$ cat config.mk
export PLATFORM = sky130hd
export DESIGN_NAME = dac_serial_tx
export DESIGN_NICKNAME = d
export VERILOG_FILES = /design/src/rtl/dac_serial_tx.sv
export SDC_FILE = /design/constraint.sdc
export NUM_CORES = 1
export LEC_CHECK = 0
export BUFFER_PORTS_ARGS = -buffer_cell sky130_fd_sc_hd__buf_2
export CORE_ASPECT_RATIO = 1.4
export CORE_MARGIN = 2
export CORE_UTILIZATION = 56
export DETAILED_ROUTE_END_ITERATION = 10
export PLACE_DENSITY = 0.82
export SKIP_LAST_GASP = 1
export SLEW_MARGIN = 20
export SYNTH_ARGS = -nofsm -noshare
export SYNTH_HDL_FRONTEND = slang
export SYNTH_SLANG_ARGS = --single-unit
$ cat constraint.sdc
create_clock -name clk -period 1.9 [get_ports clk]
set_input_delay 0.095 -clock clk [delete_from_list [all_inputs] [get_ports clk]]
set_output_delay 0.095 -clock clk [all_outputs]
set_load 0.01 [all_outputs]
$ cat src/rtl/dac_serial_tx.sv
// dac_serial_tx: serial DAC transmitter. Takes DATA_W-bit samples over a
// valid/ready handshake, holds one in a single-entry buffer and shifts it
// out as a 16-bit MSB-first frame {2'b00, pd, data} with active-low sync.
// sclk is free-running at clk / (2*CLK_DIV); data changes on sclk rising
// edges so the DAC samples it on falling edges.
// Optional build macro: DAC_PD_CTRL_EN adds pd_mode[1:0], sent as bits 13:12.
module dac_serial_tx #(
   parameter int DATA_W      = 12,
   parameter int CLK_DIV     = 4,
   parameter int GAP_PERIODS = 1
) (
   input  logic              clk,
   input  logic              reset,
   input  logic [DATA_W-1:0] in_data,
   input  logic              in_valid,
`ifdef DAC_PD_CTRL_EN
   input  logic [1:0]        pd_mode,
`endif
   output logic              in_ready,
   output logic              sclk,
   output logic              sdo_dac,
   output logic              ssync_dac,
   output logic              busy,
   output logic              frame_done
);

   localparam int FRAME_W = DATA_W + 4;
   localparam int DIV_W   = (CLK_DIV > 1) ? $clog2(CLK_DIV) : 1;
   localparam int GAP_W   = (GAP_PERIODS > 1) ? $clog2(GAP_PERIODS) : 1;
   localparam int BIT_W   = $clog2(FRAME_W);

   localparam logic [DIV_W-1:0] DIV_LAST = DIV_W'(CLK_DIV - 1);
   localparam logic [GAP_W-1:0] GAP_LAST = GAP_W'(GAP_PERIODS - 1);
   localparam logic [BIT_W-1:0] BIT_TOP  = BIT_W'(FRAME_W - 1);

   typedef enum logic [1:0] {
      IDLE  = 2'd0,
      SHIFT = 2'd1,
      GAP   = 2'd2
   } state_t;

   state_t               state, state_nxt;
   logic [DIV_W-1:0]     div_cnt;
   logic                 tick, rise_tick;
   logic                 buf_full;
   logic [FRAME_W-1:0]   buf_word, word_in;
   logic [FRAME_W-1:0]   shreg, shreg_nxt;
   logic [BIT_W-1:0]     bit_cnt, bit_cnt_nxt;
   logic [GAP_W-1:0]     gap_cnt, gap_cnt_nxt;
   logic                 sdo_nxt, ssync_nxt, done_nxt, load;

   // Frame word as it will be shifted: two zero bits, power-down bits, data.
`ifdef DAC_PD_CTRL_EN
   assign word_in = {2'b00, pd_mode, in_data};
`else
   assign word_in = {2'b00, 2'b00, in_data};
`endif

   assign tick      = (div_cnt == DIV_LAST);
   assign rise_tick = tick & ~sclk;
   assign in_ready  = ~buf_full;
   assign busy      = (state != IDLE);

   // Free-running sclk divider; runs in every state.
   always_ff @(posedge clk or negedge reset) begin
      if (!reset) begin
         div_cnt <= '0;
         sclk    <= 1'b0;
      end else if (tick) begin
         div_cnt <= '0;
         sclk    <= ~sclk;
      end else begin
         div_cnt <= div_cnt + DIV_W'(1);
      end
   end

   // One-entry holding buffer; a load frees it, a new sample only fills an empty one.
   always_ff @(posedge clk or negedge reset) begin
      if (!reset) begin
         buf_full <= 1'b0;
         buf_word <= '0;
      end else if (load) begin
         buf_full <= 1'b0;
      end else if (in_valid && !buf_full) begin
         buf_full <= 1'b1;
         buf_word <= word_in;
      end
   end

   // Next-state and serial output decode; everything moves only on rise_tick.
   always_comb begin
      state_nxt   = state;
      shreg_nxt   = shreg;
      bit_cnt_nxt = bit_cnt;
      gap_cnt_nxt = gap_cnt;
      sdo_nxt     = sdo_dac;
      ssync_nxt   = ssync_dac;
      done_nxt    = 1'b0;
      load        = 1'b0;
      case (state)
         IDLE: begin
            if (rise_tick && buf_full) load = 1'b1;
         end
         SHIFT: begin
            if (rise_tick) begin
               if (bit_cnt != '0) begin
                  shreg_nxt   = shreg << 1;
                  sdo_nxt     = shreg[FRAME_W-2];
                  bit_cnt_nxt = bit_cnt - BIT_W'(1);
               end else begin
                  // bit0 was sampled at the previous falling edge: close the frame
                  ssync_nxt   = 1'b1;
                  sdo_nxt     = 1'b0;
                  gap_cnt_nxt = '0;
                  state_nxt   = GAP;
               end
            end
         end
         GAP: begin
            if (rise_tick) begin
               if (gap_cnt == GAP_LAST) begin
                  done_nxt = 1'b1;
                  if (buf_full) load = 1'b1;
                  else          state_nxt = IDLE;
               end else begin
                  gap_cnt_nxt = gap_cnt + GAP_W'(1);
               end
            end
         end
         default: state_nxt = IDLE;
      endcase
      // Frame start shared by IDLE and the end of GAP.
      if (load) begin
         shreg_nxt   = buf_word;
         sdo_nxt     = buf_word[FRAME_W-1];
         ssync_nxt   = 1'b0;
         bit_cnt_nxt = BIT_TOP;
         state_nxt   = SHIFT;
      end
   end

   // State and serial output registers; reset aborts any frame at once.
   always_ff @(posedge clk or negedge reset) begin
      if (!reset) begin
         state      <= IDLE;
         shreg      <= '0;
         bit_cnt    <= '0;
         gap_cnt    <= '0;
         sdo_dac    <= 1'b0;
         ssync_dac  <= 1'b1;
         frame_done <= 1'b0;
      end else begin
         state      <= state_nxt;
         shreg      <= shreg_nxt;
         bit_cnt    <= bit_cnt_nxt;
         gap_cnt    <= gap_cnt_nxt;
         sdo_dac    <= sdo_nxt;
         ssync_dac  <= ssync_nxt;
         frame_done <= done_nxt;
      end
   end

endmodule

# Yosys cells after proc, flatten, opt, wreduce, memory -nomap -nowiden
# Index checks and enable logic that the tools add are counted.
# Widths: inputs -> output; s select.
# classes
n_reduce_logical	17
bitwise_logic	4
n_eq_ne	13
mux	39
n_div	0
n_addsub	3
shifts	0
n_lt_le_gt_ge	0
multipliers	0
# op_table
op	n
$mux 15	4
$mux 1	21
$mux 4	4
$ne 3x3->1 const B	5
$mux 2	7
$reduce_bool 2->1	6
$ne 2x2->1 const B	5
$pmux 2 s3	1
$reduce_and 3->1	2
$reduce_and 6->1	1
$eq 2x2->1 const B	2
$pmux 1 s2	2
$reduce_and 2->1	2
$reduce_and 4->1	1
$reduce_bool 4->1	1
$sub 4x1->4 const B	1
$not 1->1	3
$add 2x1->2 const B	1
$eq 2x1->1 const B	1
$logic_and 1x1->1	2
$logic_not 2->1	1
$add 1x1->1 const B	1
$and 1x1->1	1
$logic_not 1->1	1
# word_totals
ff_bits	41
ramBits	0
latch_bits	0
mem_bits_ro	0
memories	0
input_bits	15

# Logic depth before layout (Yosys ltp)
# Gate-level depths: netlist of run 1.
# logic_depth
word_depth	7
mapped_depth	6
mapped_depth_nobuf	5

# Least setup slack after synthesis of run 1
# No wires, ideal clock.
# synth_timing
kind	reg2reg
startpoint	reg bit_cnt[0]
endpoint	reg state[0]
setup_slack_ns	0.359
path_stages_with_launch	7
path_buffers	1
arrival_time_ns	1.418
setup_time_ns	0.123
cell_sequence	dfrtp_1 inv_1 ha_1 or3b_2 clkbuf_1 o21ai_0 nand2_1
# synth_via
elab_chain_cells	3
# synth_rtl
element	line	source
start: declaration	48	logic [BIT_W-1:0] bit_cnt, bit_cnt_nxt;
start signal: assignment	155	bit_cnt <= bit_cnt_nxt;
$reduce_bool 4->1	106	if (bit_cnt != '0) begin
$ne 3x3->1 (no line)	-	
$reduce_and 6->1 (no line)	-	
end signal: assignment	153	state <= state_nxt;
end: declaration	42	state_t state, state_nxt;
# Every way passes these cells.
# A chain may end at the register's enable or synchronous reset.

# Worst setup path in the final report of run 1
# layout_timing
startpoint	reg bit_cnt[0]
endpoint	reg bit_cnt[0]
# layout_via
elab_chain_cells	5
word_cells_on_any_way	8
classes_between	add/sub: 1; mux: 4; reduce/logical: 3
# layout_rtl
element	line	source
$sub 4x1->4	109	bit_cnt_nxt = bit_cnt - BIT_W'(1);
$mux 4	106	
$mux 4	105	if (rise_tick) begin
$mux 4	100	case (state)
$mux 4	133	if (load) begin
# Parallel ways exist; a longest one is shown, timed or not. The select of a mux whose other input is x is not followed.

==> results of run 1 <==
## cells in the final DEF (no fill, tap or decap), types with 2 or more instances in the layout
cell | Yosys | routed
nand3_1 | 5 | 5
nand2_1 | 8 | 8
o32a_1 | 11 | 11
o21ai_0 | 7 | 7
nor2b_1 | 2 | 2
nand4bb_1 | 2 | 2
inv_1 | 3 | 3
dfrtp_1 | 39 | 39
nand2b_1 | 2 | 2
ha_1 | 2 | 2
mux2_2 | 13 | 13
buf_4 | 2 | 8
buf_2 | 4 | 20
and4bb_2 | 2 | 2
o21a_1 | 11 | 11
clkinv_2 | 0 | 2
clkbuf_8 | 0 | 6
nor2_1 | 7 | 7
## power breakdown
group / internal (mW) / switching (mW)
sequential: 1.01 / 0.114
clock: 0.289 / 0.285
combinational: 0.162 / 0.109
## critical path: stages, from the launching register on
cell	delay [ps]
dfrtp_1	400
inv_1	90
ha_1	240
nor3b_4	330
o21ai_2	220
mux2_2	310
## per-layer routing
metal	vias to the layer above	share of wire
li1	559	-
met1	597	0.39
met2	25	0.54
met3	11	0.037
met4	0	0.031
met5	-	0
## flip-flops by register name (all words and copies together), names as in the netlist
name,count
buf_word,12
ssync_dac,1
shreg,15
sclk,1
state,2
bit_cnt,4
div_cnt,2
buf_full,1
frame_done,1
sdo_dac,1
## what timing repair did
item,CTS,global route
hold buffers,1,0
resized for setup,0,0
endpoints found under the hold margin,39,0
setup buffers,0,0
endpoints found under the setup margin,0,0
## logic make-up (layout without fill, tap and decap cells)
family | after synthesis | count (layout) | synth area share
DFF | 40 | 40 | 0.5758
AOI/OAI and AO/OA | 35 | 35 | 0.1582
and+or+nand+nor | 34 | 34 | 0.1208
muxes | 13 | 13 | 0.08411
buffers and inverters | 12 | 40 | 0.04169
adders and majority gates | 2 | 2 | 0.01438
xor gates and xnor gates | 1 | 1 | 0.005033
## cell type report
| type | count | area, um^2 |
|---|---|---|
| clock buffer | 6 | 82.58 |
| clock inverter | 2 | 10.01 |
| fill | 228 | 918.4 |
| inverter | 3 | 11.26 |
| multi-input combinational | 85 | 665.6 |
| sequential | 40 | 1002 |
| tap | 37 | 46.29 |
| timing repair buffer | 29 | 170.2 |
## stage by stage
step                power (mW)  utilization  setup slack [ps]  instances  cell area (um^2)
floorplan                1.307            -             359.2        137              1740
global placement         1.382       0.6487             308.2        193              1886
detailed placement       1.414       0.6487             197.9        193              1886
CTS                      1.994       0.6840             184.0        202              1988
global route             2.088       0.6840             81.11        202              1988
finish                   1.967       0.6840             190.8        202              1988
## path summary, 6_finish.rpt
check,from,end,depth (start not counted)
max,bit_cnt[0],bit_cnt[0],5
min,in_data[11],buf_word[11],2
max reg2reg,bit_cnt[0],bit_cnt[0],5
min reg2reg,div_cnt[0],div_cnt[0],1
max in group asynchronous,reset,buf_word[10],2
min in group asynchronous,reset,div_cnt[1],2
==> summary.md, run 1 <==
| Metric | Value |
|---|---|
| Outcome | finished clean |
| Cell row count | 23 |
| Die footprint | ~0.0036 mm^2 |
| GRT Util Overall | 0.2198 |
| Yosys reg bits | 40 |
| Synth top area share | 0.5607 |
| Synth top cells by count | 39 x dfrtp_1, 13 x mux2_2, 11 x o21a_1, 11 x o32a_1, 8 x nand2_1 |
| GR peak layer | met2 |
| Synth async-reset ratio | 1.000 |
| Top_reg_cell synth | dfrtp_1 |
| CP arrival | ~1900 ps |
| Fin crit period | 1709 ps |
| Syn Area/Cell | ~13 um^2 |
| GPL Wtd Cong | approximately 0.9 |
| Crit start category | flop |
| Ant diodes | 0 |
| TritonCTS clock tree | done |
| DPL Wire Length | approximately 2300 um |
| Cts bufs inserted | 5 |
| Syn_nets | 154 |
| Distinct cell type count after synthesis | 32 |
| Largest net degree at the start of global routing | just over 40 |
| CP endpoint kind | flop |
| Slew @ Worst Pin | roughly 840 ps |
| Die width | 51.12 um |
| I/O Buffers | 20 |
| Reg2reg setup slack | ~190 ps |
| Core ar. | approximately 0.0029 mm^2 |
| DIE HEIGHT | ~70 um |
| Vias/cell | around 6 |
| Clock skew | 7.369 ps |
| Total negative slack | 0 ps |
| Synth warn | 0 |
| IO Pins | 21 |
| Max-cap check violation count | 0 |
| Final worst-path cycle share | 0.8996 |
| Clk root buf | clkbuf_8 |
| Vias in the first global route | approximately 1300 |
| Antenna-violating nets left | 0 |
| RSZ-0062 raised after global routing | false |
| Number of synthesized flops with an enable pin | 0 |
| Met2 Track Usage GR | 0.3593 |
| WL per Instance | about 16 um |
| Slew HR | 0.4431 |
| Peak supply drop | 0.9101 mV |
| Cell Area, Synth | 0.001740 mm^2 |
| Longest Clk Path Bufs | 2 |
| Hold Fails Final Rpt | 0 |
| Clk sinks | 40 |
| Initial Util | 0.5988 |
| Final hold slack | roughly 27 ps |
| Fmax | just under 600 MHz |
| Power Density | between 900 and 1000 mW/mm^2 |
| Seq/Total Area, Yosys | 0.5758 |
| First-pass GRT wire length | 5837 um |
| Drt pass-1 iters | 4 |
| Area leader, netlist | dfrtp_1 |
| Antenna violations before repair | 0 |
| Leak | slightly below 0.9 nW |
| Grt ovf | 0 |
| Critical path class | flop to flop |
| Initial DRC Count | 37 |
| Fin nets | ~180 |
| Layout cells sized above 1 | 0.3394 |
| Most frequent cell after synthesis | dfrtp_1 |
| Final max-slew violation count | 0 |
| Htree depth | 2 |
| Clock slew at reported path FFs | 80 ps |
| Clk Latency, worst-skew pair | between 200 and 300 ps |
| Synth area leaders | dfrtp_1 56%, mux2_2 8.4%, o32a_1 6.3% |
| Mapped Cells | about 140 |
| Hold/Removal Path Class | input port to flop |
| GR Layer Usage met3 | 0.06624 |
| CP Data Required Time | around 2100 ps |
| DR vias | approximately 1200 |
| DRC violations left | 0 |
| Aggregate routed wire length | ~3100 um |
| P&R area growth vs syn | 14.23% |
| Met1 Usage GRT | 0.2511 |
| Final setup violation count | 0 |
| Critical path peak fanout | 12 |
Note: power is estimated with default switching activity, not from simulation.
==> inputs of run 2 (changes only) <==
--- a/config.mk
+++ b/config.mk
@@ -5,12 +5,13 @@
 export SDC_FILE = /design/constraint.sdc
 export NUM_CORES = 1
 export LEC_CHECK = 0
+export ABC_AREA = 1
 export BUFFER_PORTS_ARGS = -buffer_cell sky130_fd_sc_hd__buf_2
 export CORE_ASPECT_RATIO = 1.4
 export CORE_MARGIN = 2
-export CORE_UTILIZATION = 56
+export CORE_UTILIZATION = 57
 export DETAILED_ROUTE_END_ITERATION = 10
-export PLACE_DENSITY = 0.82
+export PLACE_DENSITY = 0.83
 export SKIP_LAST_GASP = 1
 export SLEW_MARGIN = 20
 export SYNTH_ARGS = -nofsm -noshare
==> run 2 against run 1 <==
Effect of this change: area after synthesis grew 6.0%; total power shrank 14%; flip-flop and latch count is the same; die area grew 3.8%; combinational power shrank 51%.
==> summary.md, run 2 <==
| Metric | Value |
|---|---|
| Critical Path Max Stage Delay | roughly 380 ps |
| Slew HR | 0.4198 |
| Initial DRC Count | 25 |
| Number of synthesized flops with an enable pin | 0 |
| Clk Latency, worst-skew pair | roughly 300 ps |
| DIE HEIGHT | about 70 um |
| Final hold slack | about 26 ps |
| CP arrival | approximately 1700 ps |
| Most frequent cells in the layout | 73 x nand2_1, 39 x dfrtp_1, 34 x nand3_1 |
| Most common cell after layout, fill and taps aside | nand2_1 |
| DRC violations left | 0 |
| TritonCTS clock tree | done |
| GR peak layer | met2 |
| Seq/Total Area, Yosys | 0.5434 |
| Largest family of logic cells by synthesized area | simple AND/OR/NAND/NOR gates |
| Cts bufs inserted | 5 |
| Crit-path cells | ha_1, inv_2, nor2_4, nand2_4, nand2_4, nand2_1, nand2_1 |
| Die width | around 52 um |
| Die footprint | between 0.003 and 0.004 mm^2 |
| Leak | ~1.1 nW |
| First-pass GRT wire length | between 6000 and 7000 um |
| RSZ-0062 raised after global routing | false |
| Synth Area in XOR/XNOR | 0 |
| GPL Wtd Cong | 0.8126 |
| Longest Clk Path Bufs | 2 |
| Clock slew at reported path FFs | roughly 70 ps |
| GRT Util Overall | 0.2257 |
| Antenna-violating nets left | 0 |
| Clock share of power | 0.337 |
| Clock skew | slightly above 5 ps |
| P_sw | ~370 uW |
| Clk sinks | 40 |
| Post-synthesis simple-gate area fraction | 0.2890 |
| Aggregate routed wire length | roughly 3300 um |
| Core ar. | between 0.003 and 0.004 mm^2 |
| Worst Path Buf+Inv | 1 |
| Vias/cell | between 5 and 6 |
| Hold Fails Final Rpt | 0 |
| Total negative slack | 0 ps |
| Syn Area/Cell | between 9 and 10 um^2 |
| Outcome | finished clean |
| Fin area | between 0.002 and 0.0025 mm^2 |
| Drt pass-1 iters | 4 |
| Top_reg_cell synth | dfrtp_1 |
| Crit start category | flop |
| Synth area leaders | dfrtp_1 53%, nand2_1 15%, nand3_1 9.2% |
| Post-synthesis mux area share | 0.07327 |
| Critical path peak fanout | 36 |
| I/O Buffers | 20 |
| Hold/Removal Path Class | input port to flop |
| Synth Area in Adders | 0.01357 |
| Antenna violations before repair | 0 |
| Cell Area, Synth | between 0.0015 and 0.002 mm^2 |
| Synth warn | 0 |
| Area after DPL | 0.001938 mm^2 |
| Fin crit period | approximately 1500 ps |
| Post-CTS setup buffer count | 0 |
| Ant diodes | 0 |
| Final worst-path cycle share | 0.7993 |
| Power Density | about 830 mW/mm^2 |
| Number of flip-flops in the largest register | 15 |
| WL per Instance | ~12 um |
| P_int | approximately 1.3 mW |
| Layout cells sized above 1 | 0.2377 |
| Htree depth | 2 |
| Comb power frac | 0.078 |
| CP Data Required Time | 2090 ps |
| CP endpoint kind | flop |
| CP max-delay cell | dfrtp_1 |
| Area leader, netlist | dfrtp_1 |
| CP delay by family, top | simple AND/OR/NAND/NOR gates |
| Final setup violation count | 0 |
| Yosys reg bits | 40 |
| Max-cap check violation count | 0 |
| Slew @ Worst Pin | between 800 and 900 ps |
| Share of power burned in registers | 0.584 |
| Peak supply drop | 0.7404 mV |
| Cell row count | 24 |
| P&R area growth vs syn | 10.52% |
| Largest net degree at the start of global routing | 41 |
| Synth async-reset ratio | 1.000 |
| Initial Util | 0.5963 |
| Most frequent cell after synthesis | nand2_1 |
| Pwr Total | between 1.5 and 2 mW |
| Clk root buf | clkbuf_8 |
| DR vias | approximately 1400 |
| DPL Wire Length | 2206 um |
| Grt ovf | 0 |
| Vias in the first global route | roughly 1500 |
| Critical path class | flop to flop |
| Distinct cell type count after synthesis | 22 |
| Fmax | 658.4 MHz |
| Mapped Cells | 200 |
| Synth top area share | 0.5292 |
| Fin nets | roughly 240 |
| Core Util, Final | 0.6590 |
| Met2 Track Usage GR | 0.3727 |
| GR Layer Usage met3 | 0.07500 |
| Biggest register | shreg |
| Final max-slew violation count | 0 |
| Compound-gate portion of the synthesized area | 0.01221 |
| Syn_nets | between 200 and 250 |
| Sw Share | 0.2201 |
| IO Pins | 21 |
| Met1 Usage GRT | 0.2486 |
| Largest regs | shreg x15, buf_word x12, bit_cnt x4 |
| Synth top cells by count | 73 x nand2_1, 39 x dfrtp_1, 34 x nand3_1, 12 x mux2_2, 10 x inv_1 |
-- run 2: cell count changes after synthesis, sizes merged, moves of 6 or more --
| cell | before | now |
|---|---|---|
| nand2 | 8 | 77 |
| nand3 | 5 | 34 |
| o21a | 11 | 0 |
| o32a | 11 | 0 |
| inv | 3 | 13 |
| o21ai | 8 | 2 |
-- run 2: repair_timing --
action	4_1_cts	5_1_grt
hold buffers	1	0
hold endpoints to repair	39	0
resized for setup	0	0
-- run 2: kinds of logic after synthesis --
group	count (synthesis)
mux	12
fa+ha+maj	2
compound gates	4
flops	40
simple gates	120
buf+inv	22
-- run 2: stage by stage --
| stage | worst slack, ps | std cells |
|---|---|---|
| floorplan | 645.0 | 200 |
| global placement | 434.9 | 253 |
| detailed placement | 405.2 | 253 |
| CTS | 380.9 | 262 |
| global route | 207.9 | 262 |
| finish | 381.3 | 262 |
-- run 2: worst paths after layout --
kind / startpoint / to / slack (ps) / depth (start not counted)
worst max-delay path: div_cnt[0] / shreg[2] / 380 / 7
worst min-delay path: in_data[0] / buf_word[0] / 30 / 2
worst max register to register: div_cnt[0] / shreg[2] / 380 / 7
worst min register to register: div_cnt[0] / div_cnt[0] / 440 / 1
max in group asynchronous: reset / shreg[4] / 890 / 2
min in group asynchronous: reset / buf_word[0] / 450 / 2
-- run 2: power by group through the flow --
stage / logic [mW] / clock network, mW / registers (mW)
after detailed placement: 0.134 / 0 / 1.01
after CTS: 0.136 / 0.585 / 0.992
final: 0.133 / 0.574 / 0.993
after floorplan: 0.0937 / 0 / 0.995
after global routing: 0.149 / 0.623 / 1.01
after global placement: 0.125 / 0 / 1.00
-- run 2: final cells by class --
class                           instances  area (um^2)
Clock buffer                            8        90.09
Fill cell                             246         1055
Inverter                               13        48.80
Multi-Input combinational cell        138        715.7
Sequential cell                        40         1002
Tap cell                               39        48.80
Timing Repair Buffer                   24        132.6
-- run 2: metal layers --
| metal | vias to the layer above | routed length (um) |
|---|---|---|
| met2 | 23 | 1700 |
| met5 | - | 0 |
| li1 | 689 | - |
| met4 | 0 | 84 |
| met3 | 7 | 104 |
| met1 | 658 | 1369 |
==> inputs of run 3 (changes only) <==
==> constraint.sdc (replaced) <==
create_clock -name clk -period 1.4 [get_ports clk]
set_input_delay 0.07 -clock clk [delete_from_list [all_inputs] [get_ports clk]]
set_output_delay 0.07 -clock clk [all_outputs]
set_load 0.01 [all_outputs]
==> run 3 against run 2 <==
Effect of this change: wire length up 8.3%; fmax up 11%; total power up 44%; largest power group unchanged; critical path type unchanged; clock skew up 4.0 ps; count of clock-buffer cells in the layout down 2; die area unchanged; highest routed layer unchanged; first-iteration DRC count down 16%.
==> summary.md, run 3 (synthesis results as in run 2) <==
| Metric | Value |
|---|---|
| R2R Path End | shreg[1] |
| Core ar. | roughly 0.0031 mm^2 |
| RSZ-0062 raised after global routing | true |
| Power Density | around 1100 mW/mm^2 |
| TritonCTS clock tree | done |
| Final worst setup slack | between 30 and 40 ps |
| Fin area | 0.002176 mm^2 |
| Largest regs | shreg x15, buf_word x12, bit_cnt x4 |
| WL per Instance | approximately 13 um |
| Cell row count | 24 |
| Cts bufs inserted | 5 |
| Critical path peak fanout | 18 |
| Longest Clk Path Bufs | 2 |
| Clk root buf | clkbuf_8 |
| Reg2reg setup slack | approximately 34 ps |
| IO Pins | 21 |
| Final worst-path cycle share | 0.9760 |
| Met2 Wirelength | 1873 um |
| Hold/Removal Path Class | input port to flop |
| Most common cell after layout, fill and taps aside | nand2_1 |
| Ant diodes | 0 |
| Final max-slew violation count | 0 |
| Clk Latency, worst-skew pair | 290 ps |
| Met1 wire length | approximately 1400 um |
| Post-placement cell count | ~260 |
| Crit path to | shreg[1] |
| Pre-CTS setup slack | 30.74 ps |
| Most frequent cells in the layout | 73 x nand2_1, 39 x dfrtp_1, 33 x nand3_1 |
| Vias/cell | ~5.3 |
| Biggest register | shreg |
| Worst r2r src | div_cnt[0] |
| Fin nets | roughly 250 |
| Initial Util | 0.5963 |
| DIE HEIGHT | between 70 and 80 um |
| CP endpoint kind | flop |
| First-pass GRT wire length | 5809 um |
| Clock slew at reported path FFs | about 80 ps |
| DR vias | 1434 |
| Number of flip-flops in the largest register | 15 |
| Fin crit period | 1366 ps |
| Post-route insts no fill | ~270 |
| Htree depth | 2 |
| CP Data Required Time | between 1500 and 2000 ps |
| GPL Wtd Cong | roughly 0.8 |
| Initial DRC Count | 21 |
| Max layer used | met4 |
| I/O Buffers | 20 |
| Slew @ Worst Pin | 489.7 ps |
| Max-cap check violation count | 0 |
| Area after DPL | between 0.002 and 0.0025 mm^2 |
| Slew HR | 0.6735 |
| CP arrival | 1540 ps |
| Largest net degree at the start of global routing | 41 |
| Aggregate routed wire length | 3531 um |
| Hold Fails Final Rpt | 0 |
| Core Util, Final | 0.7035 |
| Leak | between 1 and 1.5 nW |
| Met3 routed WL | between 100 and 150 um |
| Antenna-violating nets left | 0 |
| Hold path depth | 2 |
| Critical path class | flop to flop |
| DRC violations left | 0 |
| Layout cells sized above 1 | 0.2833 |
| Crit start category | flop |
| Worst r2r path cells | 9 |
| Peak supply drop | ~1.2 mV |
| Antenna violations before repair | 0 |
| Critical Path Source | div_cnt[0] |
| GRT Util Overall | 0.2088 |
| Drt pass-1 iters | 4 |
| Clock skew | ~9 ps |
| Die width | between 50 and 60 um |
| Clk sinks | 40 |
| Outcome | finished clean |
| P&R area growth vs syn | 17.98% |
| Vias in the first global route | approximately 1400 |
| Fmax | between 700 and 800 MHz |
| DPL Wire Length | ~2300 um |
| Worst Hold Launch | in_data[11] |
| Grt ovf | 0 |
| Final setup violation count | 0 |
| Die footprint | 0.003713 mm^2 |
## run 3: area by class of cell
| cell class | instances | area, um^2 |
|---|---|---|
| fillers | 225 | 917.1 |
| flip-flops and latches | 40 | 1002 |
| well taps | 39 | 48.80 |
| multi-input cells | 138 | 728.2 |
| inverters | 13 | 48.80 |
| clock buffers | 6 | 72.57 |
| repair buffers | 34 | 240.2 |
| clock inverters | 2 | 35.03 |
## run 3: layer usage
| metal | vias up | track usage |
|---|---|---|
| met1 | 682 | 0.2371 |
| li1 | 704 | - |
| met5 | - | 0 |
| met4 | 0 | 0.1170 |
| met2 | 37 | 0.3502 |
| met3 | 11 | 0.05208 |
## run 3: stage by stage
step           TNS, ps  hold WS [ps]  power, mW
5_1_grt         -131.4         1.741      2.533
2_1_floorplan        0        -225.6      1.477
3_5_place_dp         0         149.3      1.562
6_report             0         6.910      2.453
3_3_place_gp         0         146.0      1.540
4_1_cts              0         5.560      2.469
## run 3: worst min-delay path by stage
stage / endpoint / slack [ps]
CTS: buf_word[11] / 6
floorplan: bit_cnt[0] / -230
global placement: buf_full / 150
detailed placement: buf_full / 150
finish: buf_word[11] / 7
global route: buf_word[11] / 2
## run 3: timing repair
item / CTS / global route
hold buffers: 1 / 0
endpoints found under the hold margin: 39 / 0
gates resized for setup: 0 / 5
setup endpoints to repair: 2 / 20
buffers inserted: 2 / 0
pin swaps: 1 / 2
## run 3: worst max-delay path: stages (launching register included)
cell,delay [ps]
dfrtp_1,360
ha_2,210
inv_2,60
nor2_4,110
nand2_4,100
buf_12,170
nand2_1,70
nand2_1,60
nand2_1,70
nand2_1,50
## run 3: power by group
part           leakage [nW]  internal, mW  switching [mW]
Sequential            0.504          1.28          0.0691
Clock                0.0552         0.529           0.380
Combinational         0.636         0.120          0.0706
Total                  1.20          1.93           0.520
